[src/rtl/exe_pkg.sv]
// Shared definitions for the EXE program sequencer: instruction layout, kind codes,
// EXE control widths and FSM state encoding.
package exe_pkg;

  localparam int unsigned INSTR_W = 20;
  localparam int unsigned OPER_W  = 3;
  localparam int unsigned REG_W   = 4;
  localparam int unsigned DATA_W  = 6;
  localparam int unsigned FLAG_W  = 4;
  localparam int unsigned STEP_W  = 8;
  localparam int unsigned LAT_W   = 3;

  localparam int unsigned KIND_LSB = 18;
  localparam int unsigned OPER_LSB = 15;
  localparam int unsigned REG2_LSB = 11;
  localparam int unsigned REG0_LSB = 7;
  localparam int unsigned REG1_LSB = 3;
  localparam int unsigned DATA_LSB = 5;
  localparam int unsigned BSEL_LSB = 16;
  localparam int unsigned BPOL_BIT = 15;

  typedef enum logic [1:0] {
    KIND_ALU_R = 2'b00,
    KIND_ALU_I = 2'b01,
    KIND_BR    = 2'b10,
    KIND_HALT  = 2'b11
  } kind_e;

  typedef enum logic [2:0] {
    StIdle,
    StFetch,
    StDecode,
    StIssue,
    StWait,
    StDone
  } state_e;

endpackage

[src/rtl/exe_instr_decode.sv]
// Combinational instruction decoder: splits an instruction word into EXE controls
// and branch fields. Unused controls for a given kind are driven to 0.
module exe_instr_decode
  import exe_pkg::*;
#(
  parameter int unsigned PC_W = 4
) (
  input  logic [INSTR_W-1:0] i_instr,
  output kind_e              o_kind,
  output logic [OPER_W-1:0]  o_oper,
  output logic [REG_W-1:0]   o_reg0,
  output logic [REG_W-1:0]   o_reg1,
  output logic [REG_W-1:0]   o_reg2,
  output logic [DATA_W-1:0]  o_data,
  output logic               o_imm,
  output logic [1:0]         o_br_sel,
  output logic               o_br_pol,
  output logic [PC_W-1:0]    o_br_target
);

  assign o_kind      = kind_e'(i_instr[KIND_LSB +: 2]);
  assign o_br_sel    = i_instr[BSEL_LSB +: 2];
  assign o_br_pol    = i_instr[BPOL_BIT];
  assign o_br_target = i_instr[PC_W-1:0];

  always_comb begin
    o_oper = '0;
    o_reg0 = '0;
    o_reg1 = '0;
    o_reg2 = '0;
    o_data = '0;
    o_imm  = 1'b0;
    unique case (o_kind)
      KIND_ALU_R: begin
        o_oper = i_instr[OPER_LSB +: OPER_W];
        o_reg2 = i_instr[REG2_LSB +: REG_W];
        o_reg0 = i_instr[REG0_LSB +: REG_W];
        o_reg1 = i_instr[REG1_LSB +: REG_W];
      end
      KIND_ALU_I: begin
        o_oper = i_instr[OPER_LSB +: OPER_W];
        o_reg2 = i_instr[REG2_LSB +: REG_W];
        o_data = i_instr[DATA_LSB +: DATA_W];
        o_imm  = 1'b1;
      end
      default: ;
    endcase
  end

endmodule

[src/rtl/exe_sequencer.sv]
// Program sequencer for the EXE datapath: fetches from a sync ROM, issues one ALU op at a
// time, captures flags, and handles flag-conditional branches, HALT and a step watchdog.
module exe_sequencer
  import exe_pkg::*;
#(
  parameter int unsigned PC_W     = 4,
  parameter int unsigned EXE_LAT  = 1,
  parameter int unsigned MAX_STEP = 255
) (
  input  logic               i_clk,
  input  logic               i_rst,
  input  logic               i_start,
  input  logic [PC_W-1:0]    i_pc_start,
  output logic               o_busy,
  output logic               o_done,
  output logic               o_timeout,
  output logic               o_rom_en,
  output logic [PC_W-1:0]    o_rom_addr,
  input  logic [INSTR_W-1:0] i_rom_data,
  output logic               o_exe_en,
  output logic [OPER_W-1:0]  o_oper,
  output logic [REG_W-1:0]   o_reg0,
  output logic [REG_W-1:0]   o_reg1,
  output logic [REG_W-1:0]   o_reg2,
  output logic [DATA_W-1:0]  o_data,
  output logic               o_imm,
  input  logic [FLAG_W-1:0]  i_flag,
  output logic [FLAG_W-1:0]  o_flag_q,
  output logic [PC_W-1:0]    o_pc
);

  localparam logic [LAT_W-1:0]  LAT_LOAD = LAT_W'(EXE_LAT);
  localparam logic [STEP_W-1:0] STEP_MAX = STEP_W'(MAX_STEP);

  state_e              r_state, w_state_nxt;
  logic [PC_W-1:0]     r_pc, w_pc_nxt, w_pc_inc;
  logic [INSTR_W-1:0]  r_ir, w_ir_nxt, w_instr;
  logic [FLAG_W-1:0]   r_flag, w_flag_nxt;
  logic [STEP_W-1:0]   r_step, w_step_nxt, w_step_inc;
  logic [LAT_W-1:0]    r_lat, w_lat_nxt;
  logic                r_timeout, w_timeout_nxt;
  logic                w_step_hit, w_taken, w_issue;

  kind_e               w_kind;
  logic [OPER_W-1:0]   w_oper;
  logic [REG_W-1:0]    w_reg0, w_reg1, w_reg2;
  logic [DATA_W-1:0]   w_data;
  logic                w_imm;
  logic [1:0]          w_br_sel;
  logic                w_br_pol;
  logic [PC_W-1:0]     w_br_target;

  // DECODE steers on the word arriving from the ROM; ISSUE drives from the latched IR.
  assign w_instr = (r_state == StDecode) ? i_rom_data : r_ir;

  exe_instr_decode #(
    .PC_W (PC_W)
  ) u_decode (
    .i_instr     (w_instr),
    .o_kind      (w_kind),
    .o_oper      (w_oper),
    .o_reg0      (w_reg0),
    .o_reg1      (w_reg1),
    .o_reg2      (w_reg2),
    .o_data      (w_data),
    .o_imm       (w_imm),
    .o_br_sel    (w_br_sel),
    .o_br_pol    (w_br_pol),
    .o_br_target (w_br_target)
  );

  assign w_pc_inc   = r_pc + 1'b1;
  assign w_step_inc = r_step + 1'b1;
  assign w_step_hit = (w_step_inc == STEP_MAX);
  assign w_taken    = (r_flag[w_br_sel] == w_br_pol);
  assign w_issue    = (r_state == StIssue);

  always_comb begin
    w_state_nxt   = r_state;
    w_pc_nxt      = r_pc;
    w_ir_nxt      = r_ir;
    w_flag_nxt    = r_flag;
    w_step_nxt    = r_step;
    w_lat_nxt     = r_lat;
    w_timeout_nxt = r_timeout;
    unique case (r_state)
      StIdle: begin
        if (i_start) begin
          w_state_nxt   = StFetch;
          w_pc_nxt      = i_pc_start;
          w_flag_nxt    = '0;
          w_step_nxt    = '0;
          w_timeout_nxt = 1'b0;
        end
      end
      StFetch: w_state_nxt = StDecode;
      StDecode: begin
        w_ir_nxt = i_rom_data;
        unique case (w_kind)
          KIND_ALU_R, KIND_ALU_I: w_state_nxt = StIssue;
          KIND_BR: begin
            w_pc_nxt      = w_taken ? w_br_target : w_pc_inc;
            w_step_nxt    = w_step_inc;
            w_state_nxt   = w_step_hit ? StDone : StFetch;
            w_timeout_nxt = r_timeout | w_step_hit;
          end
          default: w_state_nxt = StDone;
        endcase
      end
      StIssue: begin
        w_lat_nxt   = LAT_LOAD;
        w_state_nxt = StWait;
      end
      StWait: begin
        if (r_lat <= LAT_W'(1)) begin
          w_flag_nxt    = i_flag;
          w_pc_nxt      = w_pc_inc;
          w_step_nxt    = w_step_inc;
          w_state_nxt   = w_step_hit ? StDone : StFetch;
          w_timeout_nxt = r_timeout | w_step_hit;
        end else begin
          w_lat_nxt = r_lat - 1'b1;
        end
      end
      StDone:  w_state_nxt = StIdle;
      default: w_state_nxt = StIdle;
    endcase
  end

  always_ff @(posedge i_clk or posedge i_rst) begin
    if (i_rst) begin
      r_state   <= StIdle;
      r_pc      <= '0;
      r_ir      <= '0;
      r_flag    <= '0;
      r_step    <= '0;
      r_lat     <= '0;
      r_timeout <= 1'b0;
    end else begin
      r_state   <= w_state_nxt;
      r_pc      <= w_pc_nxt;
      r_ir      <= w_ir_nxt;
      r_flag    <= w_flag_nxt;
      r_step    <= w_step_nxt;
      r_lat     <= w_lat_nxt;
      r_timeout <= w_timeout_nxt;
    end
  end

  always_comb begin
    o_busy     = (r_state != StIdle);
    o_done     = (r_state == StDone);
    o_timeout  = r_timeout;
    o_rom_en   = (r_state == StFetch);
    o_rom_addr = r_pc;
    o_exe_en   = w_issue;
    o_oper     = w_issue ? w_oper : '0;
    o_reg0     = w_issue ? w_reg0 : '0;
    o_reg1     = w_issue ? w_reg1 : '0;
    o_reg2     = w_issue ? w_reg2 : '0;
    o_data     = w_issue ? w_data : '0;
    o_imm      = w_issue & w_imm;
    o_flag_q   = r_flag;
    o_pc       = r_pc;
  end

endmodule
[config.mk]
export PLATFORM = sky130hd
export DESIGN_NAME = exe_sequencer
export DESIGN_NICKNAME = d
export VERILOG_FILES = /design/src/rtl/exe_pkg.sv /design/src/rtl/exe_instr_decode.sv /design/src/rtl/exe_sequencer.sv
export SDC_FILE = /design/constraint.sdc
export NUM_CORES = 1
export LEC_CHECK = 0
export CAP_MARGIN = 10
export CELL_PAD_IN_SITES_DETAIL_PLACEMENT = 0
export CELL_PAD_IN_SITES_GLOBAL_PLACEMENT = 1
export CORE_MARGIN = 2
export CORE_UTILIZATION = 45
export CTS_BUF_LIST = sky130_fd_sc_hd__clkbuf_8
export CTS_CLUSTER_DIAMETER = 50
export DETAILED_ROUTE_END_ITERATION = 10
export DONT_BUFFER_PORTS = 1
export PLACE_DENSITY_LB_ADDON = 0.1
export SYNTH_ARGS = -nofsm -noshare
export SYNTH_HDL_FRONTEND = slang
export SYNTH_SLANG_ARGS = --single-unit
[constraint.sdc]
create_clock -name i_clk -period 2.67 [get_ports i_clk]
set_clock_uncertainty 0.1 [all_clocks]
set_input_delay 0.267 -clock i_clk [delete_from_list [all_inputs] [get_ports i_clk]]
set_output_delay 0.267 -clock i_clk [all_outputs]
set_load 0.05 [all_outputs]
Word level (Yosys, flattened, before mapping)
Index checks and enable logic that the tools add are counted.

word-level totals
  output and inout bits = 39
  logic and storage cells = 75
  flip-flop bits (word level) = 43

cells by class
  bitwise gates (word level) = 2
  multiplexer cells = 37
  add/sub/neg operators = 3
  equality and inequality tests = 13
  magnitude comparators = 2
  reduce and logical (&&, ||, !) cells = 11

operators by type and width
  kind                 count
  $mux 4               12
  $mux 8               3
  $pmux 8 s3           1
  $mux 20              1
  $mux 3               6
  $pmux 3 s5           1
  $mux 6               2
  $pmux 3 s2           2
  $pmux 4 s3           1
  $add 8x1->8 const B  1
  $eq 8x8->1 const B   1
  $pmux 4 s2           1
  $eq 3x2->1 const B   2
  $eq 3x3->1 const B   2
  $ne 2x2->1 const B   3
  $reduce_bool 3->1    2
  $mux 1               5
  $add 4x1->4 const B  1
  $reduce_and 2->1     2
  $reduce_and 4->1     1
  $reduce_bool 2->1    2
  $eq 3x1->1 const B   1
  $le 3x1->1 const B   1
  $logic_not 3->1      1
  13 further kinds     13

Logic depth before layout (Yosys ltp)
Gate-level depths: netlist (run 1).

  word-level depth = 8
  depth in mapped cells = 9

By module
From an unflattened synthesis (run 1), not the netlist that was laid out.

unflattened totals
  cell total of the unflattened synthesis = 273
  area, all modules = 2643.8 µm²

by module, submodules not included
  module            seq. area each (µm²)  times used  cells an instance  area an instance (µm²)
  exe_sequencer     1076.0                1           239                2383.5
  exe_instr_decode  0.0                   1           34                 260.2

Worst setup path after synthesis (run 1)
No wires, ideal clock.

  path type = reg-to-output
  start point = register r_state[2]
  end point = output o_reg1[1]
  slack = -175 ps
  cell stages (with the launch flop) = 7
  buffers on the path = 3
  arrival time = 2478 ps
  cells stage by stage = dfrtp_1 > buf_2 > nor3b_2 > clkbuf_1 > buf_1 > nand2_1 > a21oi_1

on the way
  word-level cells in the longest chain between the ends = 5

ends and longest elaborated chain
  element                 line                    text
  from (decl)             exe_sequencer.sv:35     state_e r_state, w_state_nxt;
  from (signal assigned)  exe_sequencer.sv:132    r_state <= StIdle;
  from (signal assigned)  exe_sequencer.sv:140    r_state <= w_state_nxt;
  $eq 3x2->1              exe_sequencer.sv:54     assign w_instr = (r_state == StDecode) ? i_rom_data : r_ir;
  $mux 20                 -
  $logic_not 2->1         exe_instr_decode.sv:33  unique case (o_kind)
  $mux 4                  exe_instr_decode.sv:33
  $mux 4 (*)              exe_sequencer.sv:159    o_reg1 = w_issue ? w_reg1 : '0;
  to (decl)               exe_sequencer.sv:23     output logic [REG_W-1:0] o_reg1,

Every way passes the cells marked *; elsewhere a longest branch is shown, timed or not.

Final worst setup path (run 1)
  start point = register r_state[0]
  end point = output o_reg1[0]

on the way
  word-level cells in the longest chain between the ends = 5

ends and longest elaborated chain
  element                   line                    text
  $eq 3x2->1                exe_sequencer.sv:54
  $mux 20                   -
  via u_decode.i_instr[18]  exe_instr_decode.sv:8   input logic [INSTR_W-1:0] i_instr,
  $logic_not 2->1           exe_instr_decode.sv:33
  $mux 4                    exe_instr_decode.sv:33
  $mux 4                    exe_sequencer.sv:159

The timed path passes the listed nets, and every way through them passes these cells.

==> results of run 1 <==
layout by cell type, fill, tap and decap left out, drive strengths merged, types with 2 or more instances in the layout:
cell type,instances
buf,47
or2,4
o32a,2
inv,21
nand3,5
o21ai,15
a31oi,2
a22oi,7
o211ai,5
o31ai,5
mux2i,9
and2,2
and3,3
nand2b,7
nor3b,3
ha,5
o2111ai,3
dlygate4sd3,5
nor3,3
a211oi,2
nor2b,8
a21oi,17
o21a,2
a21o,2
dfrtp,40
xor2,2
nor2,31
nand2,50
clkbuf,5
power by group through the flow:
| stage | Sequential [W] | Combinational (W) | Clock [W] |
|---|---|---|---|
| finish | 0.000971 | 0.00212 | 0.000377 |
| global route | 0.00101 | 0.00231 | 0.000413 |
| CTS | 0.000972 | 0.00212 | 0.000388 |
| detailed placement | 0.000984 | 0.00210 | 0 |
| global placement | 0.000981 | 0.00208 | 0 |
| floorplan | 0.00110 | 0.00147 | 0 |
worst reg2reg max path, cell delays in order (launching register included):
cell and delay, ns:
sky130_fd_sc_hd__dfrtp_1 0.45, sky130_fd_sc_hd__or3b_1 0.43, sky130_fd_sc_hd__buf_4 0.20, sky130_fd_sc_hd__mux2i_4 0.21, sky130_fd_sc_hd__inv_2 0.08, sky130_fd_sc_hd__o2111ai_2 0.11
sky130_fd_sc_hd__o2111ai_4 0.22, sky130_fd_sc_hd__and3_1 0.24, sky130_fd_sc_hd__o32a_1 0.32
synth_stat cells (3+ instances only):
cell type and count:
sky130_fd_sc_hd__a21oi_1 17, sky130_fd_sc_hd__a22oi_1 7, sky130_fd_sc_hd__and3_1 3, sky130_fd_sc_hd__buf_4 4, sky130_fd_sc_hd__clkbuf_1 9, sky130_fd_sc_hd__dfrtp_1 40
sky130_fd_sc_hd__ha_1 5, sky130_fd_sc_hd__inv_1 18, sky130_fd_sc_hd__mux2i_1 8, sky130_fd_sc_hd__nand2_1 50, sky130_fd_sc_hd__nand2b_1 7, sky130_fd_sc_hd__nand3_1 5
sky130_fd_sc_hd__nor2_1 31, sky130_fd_sc_hd__nor2b_1 8, sky130_fd_sc_hd__nor3_1 3, sky130_fd_sc_hd__o211ai_1 4, sky130_fd_sc_hd__o21ai_0 4, sky130_fd_sc_hd__o21ai_1 11
sky130_fd_sc_hd__o31ai_1 5
sequential cells by signal (all words and copies together), names as in the netlist:
register and cells:
o_flag_q 4, o_pc 4, o_timeout 1, r_ir 17
r_lat 3, r_state 3, r_step 8
layer usage:
layer | global-route usage, % | share of wire (%)
met4 | 4.74 | 0.59
met5 | 0 | 0
met3 | 5.52 | 5.5
met2 | 31.8 | 48
met1 | 28.4 | 46
layout make-up:
| cell class | instances | area (µm²) | share of cell area (%) |
|---|---|---|---|
| Tap cell | 70 | 87.6 | 2.93 |
| Clock inverter | 2 | 8.76 | 0.293 |
| Clock buffer | 5 | 68.8 | 2.30 |
| Timing Repair Buffer | 52 | 428 | 14.3 |
| Multi-Input combinational cell | 210 | 1320 | 44.1 |
| Inverter | 20 | 77.6 | 2.59 |
| Sequential cell | 40 | 1000 | 33.5 |
kinds of logic after synthesis:
family / share of synthesized area (%)
AND/OR/NAND/NOR: 23.3
AO/OA/AOI/OAI: 21.5
flip-flops: 40.6
buffers and inverters: 6.90
multiplexers: 4.16
adder cells (fa/ha/maj): 2.54
XOR/XNOR: 1.07
worst max path at each step:
stage / endpoint / slack [ns] / depth (start not counted)
4_1_cts: o_data[0] / 0.01 / 7
2_1_floorplan: o_data[0] / -0.13 / 6
3_5_place_dp: o_pc[2] / 0.20 / 8
6_report: o_reg1[0] / 0.14 / 7
3_3_place_gp: o_pc[1] / 0.29 / 8
5_1_grt: o_reg1[1] / 0.04 / 7
what timing repair did:
| item | in CTS | in global routing |
|---|---|---|
| buffers inserted | 0 | 0 |
| endpoints found under the setup margin | 8 | 15 |
| gates resized for setup | 1 | 5 |
| endpoints found under the hold margin | 45 | 0 |
| hold buffers | 5 | 0 |
through the flow:
stage               hold WS, ns  worst slack (ns)  setup TNS, ns  instances
detailed placement        0.218             0.198              0        387
CTS                    0.000215           0.00964              0        399
floorplan                 0.272            -0.133          -1.57        287
global placement          0.220             0.295              0        387
global route             0.0168            0.0361              0        399
finish                   0.0101             0.140              0        399
==> metrics.txt, run 1 <==
HP Start i_rom_data[12]; Post-Synthesis Mean Instance Area between 8 and 9 µm²; CTS clk-pin slew, worst paths about 0.080 ns; Setup Crit Path Kind reg -> out; starting density of the core roughly 47%; iteration-0 DRC count of the detailed router 125; overall routing resource usage just over 20%; timing-limited maximum frequency 0.395 GHz; count of vias placed by the detailed router 2138; combinational share of power 61.1%; source of the worst register-to-register timing path r_state[0]; top fanout value on the critical path 8; number of warnings issued by yosys 0; Synth top area share 40.6%; clock latency reported for the late side of the worst-skew pair 0.29 ns; Most used DFF post-synth sky130_fd_sc_hd__dfrtp_1; Floorplan Core Area 5200 µm²; Std-Cell Rows 26; die height a little under 80 µm; Final #Nets roughly 370; Worst Path Arrival around 2.2 ns; power per cell area 1160 nW/µm²; actual slew at the worst max-slew pin roughly 0.71 ns; buffers added on ports 0; start point of the critical path r_state[0]; switching power approximately 0.0018 W; count of flip-flops with a built-in enable after synthesis 0; Critical Path Start Type flip-flop; first-pass GRT wire length approximately 10 mm; period utilization around 95%; worst ir drop on vdd 0.000591 V; data required time at the worst endpoint about 2.3 ns; number of maximum-capacitance constraint violations 0; internal power contribution 0.00172 W; endpoints failing hold 0; CTS tree done; Ant. Diodes 0; Die X between 70 and 80 µm; Mapped Area between 2000 and 2500 µm²; share of the core filled with cells in the final layout 57.5%; fraction of layout instances using a drive strength above 1 21.9%; H-tree lvl count 2; family of cells with the greatest summed delay on the critical path simple AND/OR/NAND/NOR gates; number of global-route vias before repair 2073; run status finished clean; setup-violating endpoint count in the final report 0; R2R setup slack 0.19 ns; part of the power in registers between 20% and 30%; number of buffers inserted during clock tree synthesis 5; number of sinks handled by clock tree synthesis 40; Hold WC Path Type in -> reg; clock period minus final worst setup slack between 2 and 3 ns; number of library cell types mapped by synthesis 56; fillers 510; largest net degree at the start of global routing about 40; drc violations 0; Power, Total approximately 0.0035 W; total leakage power between 1 and 1.5 nW; I/O pin count 70; library cell with the largest summed area after synthesis sky130_fd_sc_hd__dfrtp_1; Root Buffer Master sky130_fd_sc_hd__clkbuf_8; cells along the critical path or3b_1, buf_4, nand2_1, nand2_1, or2_4, nor2b_1, buf_4; total length of routed wires just under 6 mm; fraction of the yosys area taken by sequential cells approximately two fifths; post-synthesis instance total 287; Reg2Reg Capture Point o_pc[1]; hold path endpoint r_ir[12]; headroom to the max-slew limit a little over half; unrepaired setup endpoints after global routing no; Hold Path Cell Cnt 2; net count after synthesis 323; Worst R2R Path Depth 8; synthesized flop and latch total 40; Worst path slowest cell sky130_fd_sc_hd__dfrtp_1; worst stage delay on the critical path between 0.4 and 0.5 ns; total half-perimeter wirelength after legalization and detailed placement between 4 and 5 mm; routed vias/inst about 5.4; initial antenna violation count 0; count of antenna-violating nets left after detailed routing 0; clock network fraction of design power ~11%; average routed wire per standard cell approximately 15 µm; cell area after layout 2990 µm²; Final Max Slew Viols 0; DR pass1 iterations 4; endpoint class of the critical path primary output; full die area a little over 6000 µm²; synthesis-to-finish area growth 21.3%; fraction of synthesis flops using an asynchronous set or reset pin 100%; biggest area contributors in the synthesized netlist sky130_fd_sc_hd__dfrtp_1 41%, sky130_fd_sc_hd__nand2_1 7.6%, sky130_fd_sc_hd__nor2_1 4.7%; buffering stage count on the worst path with inverters included 2; switch share between 50 and 60%; post-detailed-placement cell area between 2000 and 3000 µm²; number of buffers on the longest clock path 2; remaining global-route overflow 0; last weighted congestion value of the routability-driven placer 0.819
No activity file was read; power rests on OpenSTA's default activity.
==> run 2: changes to the inputs <==
CTS_BUF_LIST = sky130_fd_sc_hd__clkbuf_4   (was sky130_fd_sc_hd__clkbuf_8)
CTS_CLUSTER_DIAMETER = 100   (was 50)
==> run 2 against run 1 <==
Compared with the run above: sequential share of layout area is 1.6 points lower; critical endpoint unchanged; largest cell class unchanged; critical path depth stayed put; hold slack better by 0.0022 ns.
==> metrics.txt, run 2 (synthesis results as in run 1) <==
endpoints failing hold 0 (unchanged); count of vias placed by the detailed router 2213 (+3.5%); iteration-0 DRC count of the detailed router 124 (-0.80%); full die area 6090 µm² (unchanged); starting density of the core 47.4% (unchanged); Setup Crit Path Kind reg -> out; run status finished clean; buffering stage count on the worst path with inverters included 3 (+1); number of flip-flops in the largest register 17 (unchanged); unrepaired setup endpoints after global routing yes; number of buffers on the longest clock path 2 (unchanged); routed vias/inst 5.36 (about the same); Post-Place Cells 387 (unchanged); total half-perimeter wirelength after legalization and detailed placement 4.34 mm (unchanged); most frequent cells in the layout 49 x sky130_fd_sc_hd__nand2_1, 39 x sky130_fd_sc_hd__buf_4, 37 x sky130_fd_sc_hd__dfrtp_1, 29 x sky130_fd_sc_hd__nor2_1, 18 x sky130_fd_sc_hd__inv_1; last weighted congestion value of the routability-driven placer 0.819 (unchanged); count of antenna-violating nets left after detailed routing 0 (unchanged); buffers added on ports 0 (unchanged); largest registers in the final layout r_ir x17, r_step x8; endpoint class of the critical path primary output; setup total negative slack 0 ns (unchanged); power per cell area 1100 nW/µm² (-4.9%); multi-input gate area in the final layout 1340 µm² (+1.7%); clock period minus final worst setup slack 2.58 ns (+0.0540 ns); cells along the critical path buf_4, inv_4, nand2_2, or3_4, or2_4, nor2b_2, buf_6; top fanout value on the critical path 9 (+1); Power, Total 0.00348 W (+0.22%); number of sinks handled by clock tree synthesis 40 (unchanged); number of global-route vias before repair 2154 (+3.9%); clock latency reported for the late side of the worst-skew pair 0.35 ns (+0.06 ns); Hold WC Path Type in -> reg; Final #Nets 379 (+3.8%); Biggest register r_ir; number of buffers inserted during clock tree synthesis 5 (unchanged); average routed wire per standard cell 14.8 µm (+1.6%); Reg area 1000 µm² (+0.25%); Floorplan Core Area 5200 µm² (unchanged); CTS tree done; final cell count without fillers 413 (+3.5%); drc violations 0 (unchanged); die height 78.0 µm (unchanged); period utilization 96.8% (+2.0 points); Worst Path Arrival 2.22 ns (+0.06 ns); first-pass GRT wire length 10.2 mm (+2.3%); data required time at the worst endpoint 2.30 ns (about the same); Root Buffer Master sky130_fd_sc_hd__clkbuf_4; number of maximum-capacitance constraint violations 0 (unchanged); fraction of layout instances using a drive strength above 1 23.9% (+2.0 points); initial antenna violation count 0 (unchanged); I/O pin count 70 (unchanged); setup-violating endpoint count in the final report 0 (unchanged); share of the core filled with cells in the final layout 60.6% (+3.1 points); most frequent standard cell in the layout excluding fill and tap cells sky130_fd_sc_hd__nand2_1; timing-limited maximum frequency 0.387 GHz (-2.1%); synthesis-to-finish area growth 27.9%; worst ir drop on vdd 0.000658 V (+11%); Die X 78.0 µm (unchanged); CTS clk-pin slew, worst paths 0.12 ns (+0.04 ns); fillers 475 (-6.9%); headroom to the max-slew limit 52.0% (about the same); remaining global-route overflow 0 (unchanged); cell area after layout 3160 µm² (+5.4%); DR pass1 iterations 4 (unchanged); Std-Cell Rows 26 (unchanged); total length of routed wires 6.11 mm (+5.2%); worst stage delay on the critical path 0.48 ns (+0.03 ns); Ant. Diodes 0 (unchanged); Worst path slowest cell sky130_fd_sc_hd__dfrtp_2; total leakage power 1.43 nW (+3.9%); family of cells with the greatest summed delay on the critical path simple AND/OR/NAND/NOR gates; H-tree lvl count 2 (unchanged); post-detailed-placement cell area 2850 µm² (unchanged); actual slew at the worst max-slew pin 0.715 ns (+0.000323 ns); Critical Path Start Type flip-flop; overall routing resource usage 20.9% (+0.52 points); largest net degree at the start of global routing 41 (unchanged); Final Max Slew Viols 0 (unchanged)
-- run 2: worst register-to-register path, delay by kind of cell, from the launching register on --
kind	cells	cell delay (ns)
simple gates	2	0.73
flops	1	0.46
buf+inv	1	0.15
compound gates	4	0.96
-- run 2: where the power goes --
part / switching, W / internal, W / leakage (nW)
Sequential: 0.000156 / 0.000816 / 0.501
Combinational: 0.00143 / 0.000778 / 0.895
Clock: 0.000193 / 0.000107 / 0.0315
Total: 0.00178 / 0.00170 / 1.43
-- run 2: metal layers --
| metal | vias to the layer above | global-route usage (%) | wire length (µm) |
|---|---|---|---|
| li1 | 1099 | - | - |
| met4 | 0 | 5.44 | 74 |
| met5 | - | 0 | 0 |
| met1 | 1053 | 28.4 | 2810 |
| met3 | 8 | 5.63 | 332 |
| met2 | 53 | 33.3 | 2890 |
-- run 2: final timing paths --
check / cells past startpoint / endpoint / start / slack (ns)
max in group asynchronous: 3 / r_state[0] / i_rst / 1.72
worst max-delay path: 7 / o_reg1[0] / r_state[2] / 0.09
min in group asynchronous: 3 / r_lat[0] / i_rst / 0.38
worst min register to register: 2 / r_ir[13] / r_ir[13] / 0.38
worst min-delay path: 2 / o_flag_q[0] / i_flag[0] / 0.01
worst max register to register: 7 / o_pc[2] / r_state[0] / 0.16
-- run 2: cell type report --
cell class / instances / share of cell area (%)
inverter: 20 / 2.46
multi-input combinational: 210 / 42.6
clock buffer: 6 / 1.43
sequential: 40 / 31.8
timing repair buffer: 66 / 18.8
tap: 70 / 2.77
clock inverter: 1 / 0.159
-- run 2: metrics by stage --
step | hold slack, ns | setup WS (ns)
after floorplan | 0.272 | -0.133
after global placement | 0.220 | 0.295
after detailed placement | 0.218 | 0.198
after CTS | 0.00103 | 0.0433
after global routing | 0.00959 | -0.0341
final | 0.0123 | 0.0856
-- run 2: repair_timing --
action,CTS,global route
gates resized for setup,4,18
hold buffers,15,2
hold endpoints to repair,55,2
setup endpoints to repair,14,15
buffers inserted,0,2
pin swaps,0,1
==> run 3: changes to the inputs <==
clock period = 2.56 ns   (was 2.67 ns; I/O delays follow)
==> run 3 against run 2 <==
Compared with the run above: hold slack gained 0.0081 ns; clock-buffer cell count unchanged; clock power grew 44%; first-iteration DRC count down 8.9%; wire length grew 0.25%; core utilization increased by 3.2 points; highest routed layer unchanged; flip-flop and latch count stayed put.
==> metrics.txt, run 3 (synthesis results as in run 1) <==
run status finished clean; CTS tree done; clock period minus final worst setup slack roughly 2.5 ns; worst stage delay on the critical path 0.43 ns (-0.05 ns); drc violations 0 (unchanged); setup-violating endpoint count in the final report 0 (unchanged); count of antenna-violating nets left after detailed routing 0 (unchanged); Ant. Diodes 0 (unchanged); routed vias/inst 5.37 (+0.14%); Hold WC Path Type in -> reg; initial antenna violation count 0 (unchanged); H-tree lvl count 2 (unchanged); total leakage power 1.48 nW (+4.0%); number of global-route vias before repair 2238 (+3.9%); largest registers in the final layout r_ir x17, r_step x8; number of buffers inserted during clock tree synthesis 5 (unchanged); iteration-0 DRC count of the detailed router 113 (-8.9%); fraction of layout instances using a drive strength above 1 27.4% (+3.4 points); Std-Cell Rows 26 (unchanged); DR pass1 iterations 4 (unchanged); largest net degree at the start of global routing 41 (unchanged); HP Start i_rom_data[15]; die height 78.0 µm (unchanged); Setup Crit Path Kind reg -> out; R2R setup slack 0.12 ns (-0.04 ns); data required time at the worst endpoint 2.20 ns (-0.10 ns); clock latency reported for the late side of the worst-skew pair 0.35 ns (about the same); period utilization 96.4%; hold path endpoint r_ir[15]; headroom to the max-slew limit 64.2% (+12 points); Post-Place Cells 390 (+0.78%); buffering stage count on the worst path with inverters included 2 (-1); number of buffers on the longest clock path 2 (unchanged); starting density of the core 47.4% (unchanged); Final Max Slew Viols 0 (unchanged); synthesis-to-finish area growth 34.7%; multi-input gate area in the final layout 1410 µm² (+4.6%); Worst path slowest cell sky130_fd_sc_hd__dfrtp_1; remaining global-route overflow 0 (unchanged); number of flip-flops in the largest register 17 (unchanged); clock network fraction of design power 11.0% (+2.4 points); Worst Path Arrival 2.11 ns (-0.11 ns); internal power contribution 0.00201 W (+18%); Biggest register r_ir; endpoint class of the critical path primary output; total length of routed wires 6.12 mm (+0.25%); overall routing resource usage 21.0% (+0.054 points); Reg2Reg Capture Point o_pc[2]; fillers 471 (-0.84%); most frequent cells in the layout 48 x sky130_fd_sc_hd__nand2_1, 43 x sky130_fd_sc_hd__buf_4, 40 x sky130_fd_sc_hd__dfrtp_1, 27 x sky130_fd_sc_hd__nor2_1, 19 x sky130_fd_sc_hd__dlygate4sd3_1; buffers added on ports 0 (unchanged); Root Buffer Master sky130_fd_sc_hd__clkbuf_4; last weighted congestion value of the routability-driven placer 0.845 (+3.1%); first-pass GRT wire length 10.2 mm (about the same); Worst R2R Path Depth 7 (unchanged); average routed wire per standard cell 14.5 µm (-1.7%); Reg area 1000 µm² (-0.37%); Final #Nets 386 (+1.8%); family of cells with the greatest summed delay on the critical path simple AND/OR/NAND/NOR gates; final cell count without fillers 421 (+1.9%); number of maximum-capacitance constraint violations 0 (unchanged); endpoints failing hold 0 (unchanged); top fanout value on the critical path 8 (-1); worst hold slack 0.0204 ns (+0.00813 ns); switch share 48.7% (-2.3 points); source of the worst register-to-register timing path r_state[2]; power per cell area 1180 nW/µm² (+7.3%); combinational share of power 63.5% (about the same); Floorplan Core Area 5200 µm² (unchanged); Critical Path Start Type flip-flop; actual slew at the worst max-slew pin 0.537 ns (-0.178 ns); switching power 0.00192 W (+7.8%); number of sinks handled by clock tree synthesis 40 (unchanged); part of the power in registers 25.5% (-2.5 points); timing-limited maximum frequency between 0.4 and 0.5 GHz; cells along the critical path or3b_4, buf_6, nand2_1, nand2_2, or2_4, nor2_1, buf_4; CTS clk-pin slew, worst paths 0.12 ns (about the same); full die area 6090 µm² (unchanged); Hold Path Cell Cnt 2 (unchanged); worst ir drop on vdd 0.000717 V (+9.0%); count of vias placed by the detailed router 2259 (+2.1%); most frequent standard cell in the layout excluding fill and tap cells sky130_fd_sc_hd__nand2_1; Die X 78.0 µm (unchanged); I/O pin count 70 (unchanged); total half-perimeter wirelength after legalization and detailed placement 4.43 mm (+2.3%)
[run 3: cell count changes in the layout (fill, tap and decap cells not counted), moves of 2 or more]
cell / before / now
sky130_fd_sc_hd__dfrtp_2: 3 / 0
sky130_fd_sc_hd__buf_12: 2 / 4
sky130_fd_sc_hd__mux2i_4: 1 / 3
sky130_fd_sc_hd__nor2_2: 2 / 4
sky130_fd_sc_hd__dlygate4sd3_1: 17 / 19
sky130_fd_sc_hd__buf_4: 39 / 43
sky130_fd_sc_hd__mux2i_2: 0 / 4
sky130_fd_sc_hd__nor2_1: 29 / 27
sky130_fd_sc_hd__mux2i_1: 8 / 2
sky130_fd_sc_hd__dfrtp_1: 37 / 40
[run 3: how the worst max path moves through the flow]
stage,startpoint,to,cells past startpoint
3_3_place_gp,r_state[2],o_pc[1],7
6_report,r_state[0],o_reg0[2],7
4_1_cts,r_state[2],o_reg1[1],7
3_5_place_dp,r_state[2],o_pc[1],7
5_1_grt,r_state[0],o_reg1[2],7
2_1_floorplan,r_state[2],o_data[0],6
[run 3: power by group through the flow]
stage	combinational [W]	sequential [W]	clock, W
2_1_floorplan	0.00154	0.00115	0
3_3_place_gp	0.00224	0.000996	0
3_5_place_dp	0.00225	0.00100	0
4_1_cts	0.00234	0.000987	0.000445
5_1_grt	0.00270	0.00103	0.000474
6_report	0.00250	0.00100	0.000431
[run 3: area by class of cell]
| class | instances | share of cell area (%) |
|---|---|---|
| inverter | 20 | 2.33 |
| timing repair buffer | 73 | 20.2 |
| tap | 70 | 2.64 |
| clock buffer | 6 | 1.36 |
| multi-input combinational | 210 | 42.3 |
| clock inverter | 2 | 1.05 |
| sequential | 40 | 30.1 |
[run 3: metal layers]
metal / GRT usage, % / vias up / part of all wire (%)
met5: 0 / - / 0
met4: 5.96 / 0 / 1.3
met3: 4.25 / 7 / 4.0
met2: 36.1 / 40 / 50
met1: 26.7 / 1102 / 45
li1: - / 1110 / -
[run 3: metrics by stage]
step | total power, W | area [µm²] | util (%) | setup WS (ns) | TNS (ns)
2_1_floorplan | 0.00269 | 2480 | - | -0.232 | -2.78
3_3_place_gp | 0.00323 | 2890 | 55.5 | 0.186 | 0
3_5_place_dp | 0.00325 | 2890 | 55.5 | 0.117 | 0
4_1_cts | 0.00378 | 3200 | 61.5 | 0.0270 | 0
5_1_grt | 0.00420 | 3320 | 63.8 | -0.000251 | -0.000251
6_report | 0.00393 | 3320 | 63.8 | 0.0922 | 0
[run 3: what timing repair did]
action / 4_1_cts / 5_1_grt
hold buffers: 19 / 0
pin swaps: 2 / 6
gates resized for setup: 7 / 27
setup endpoints to repair: 15 / 16
cloned: 0 / 0
hold endpoints to repair: 59 / 0
setup buffers: 3 / 1
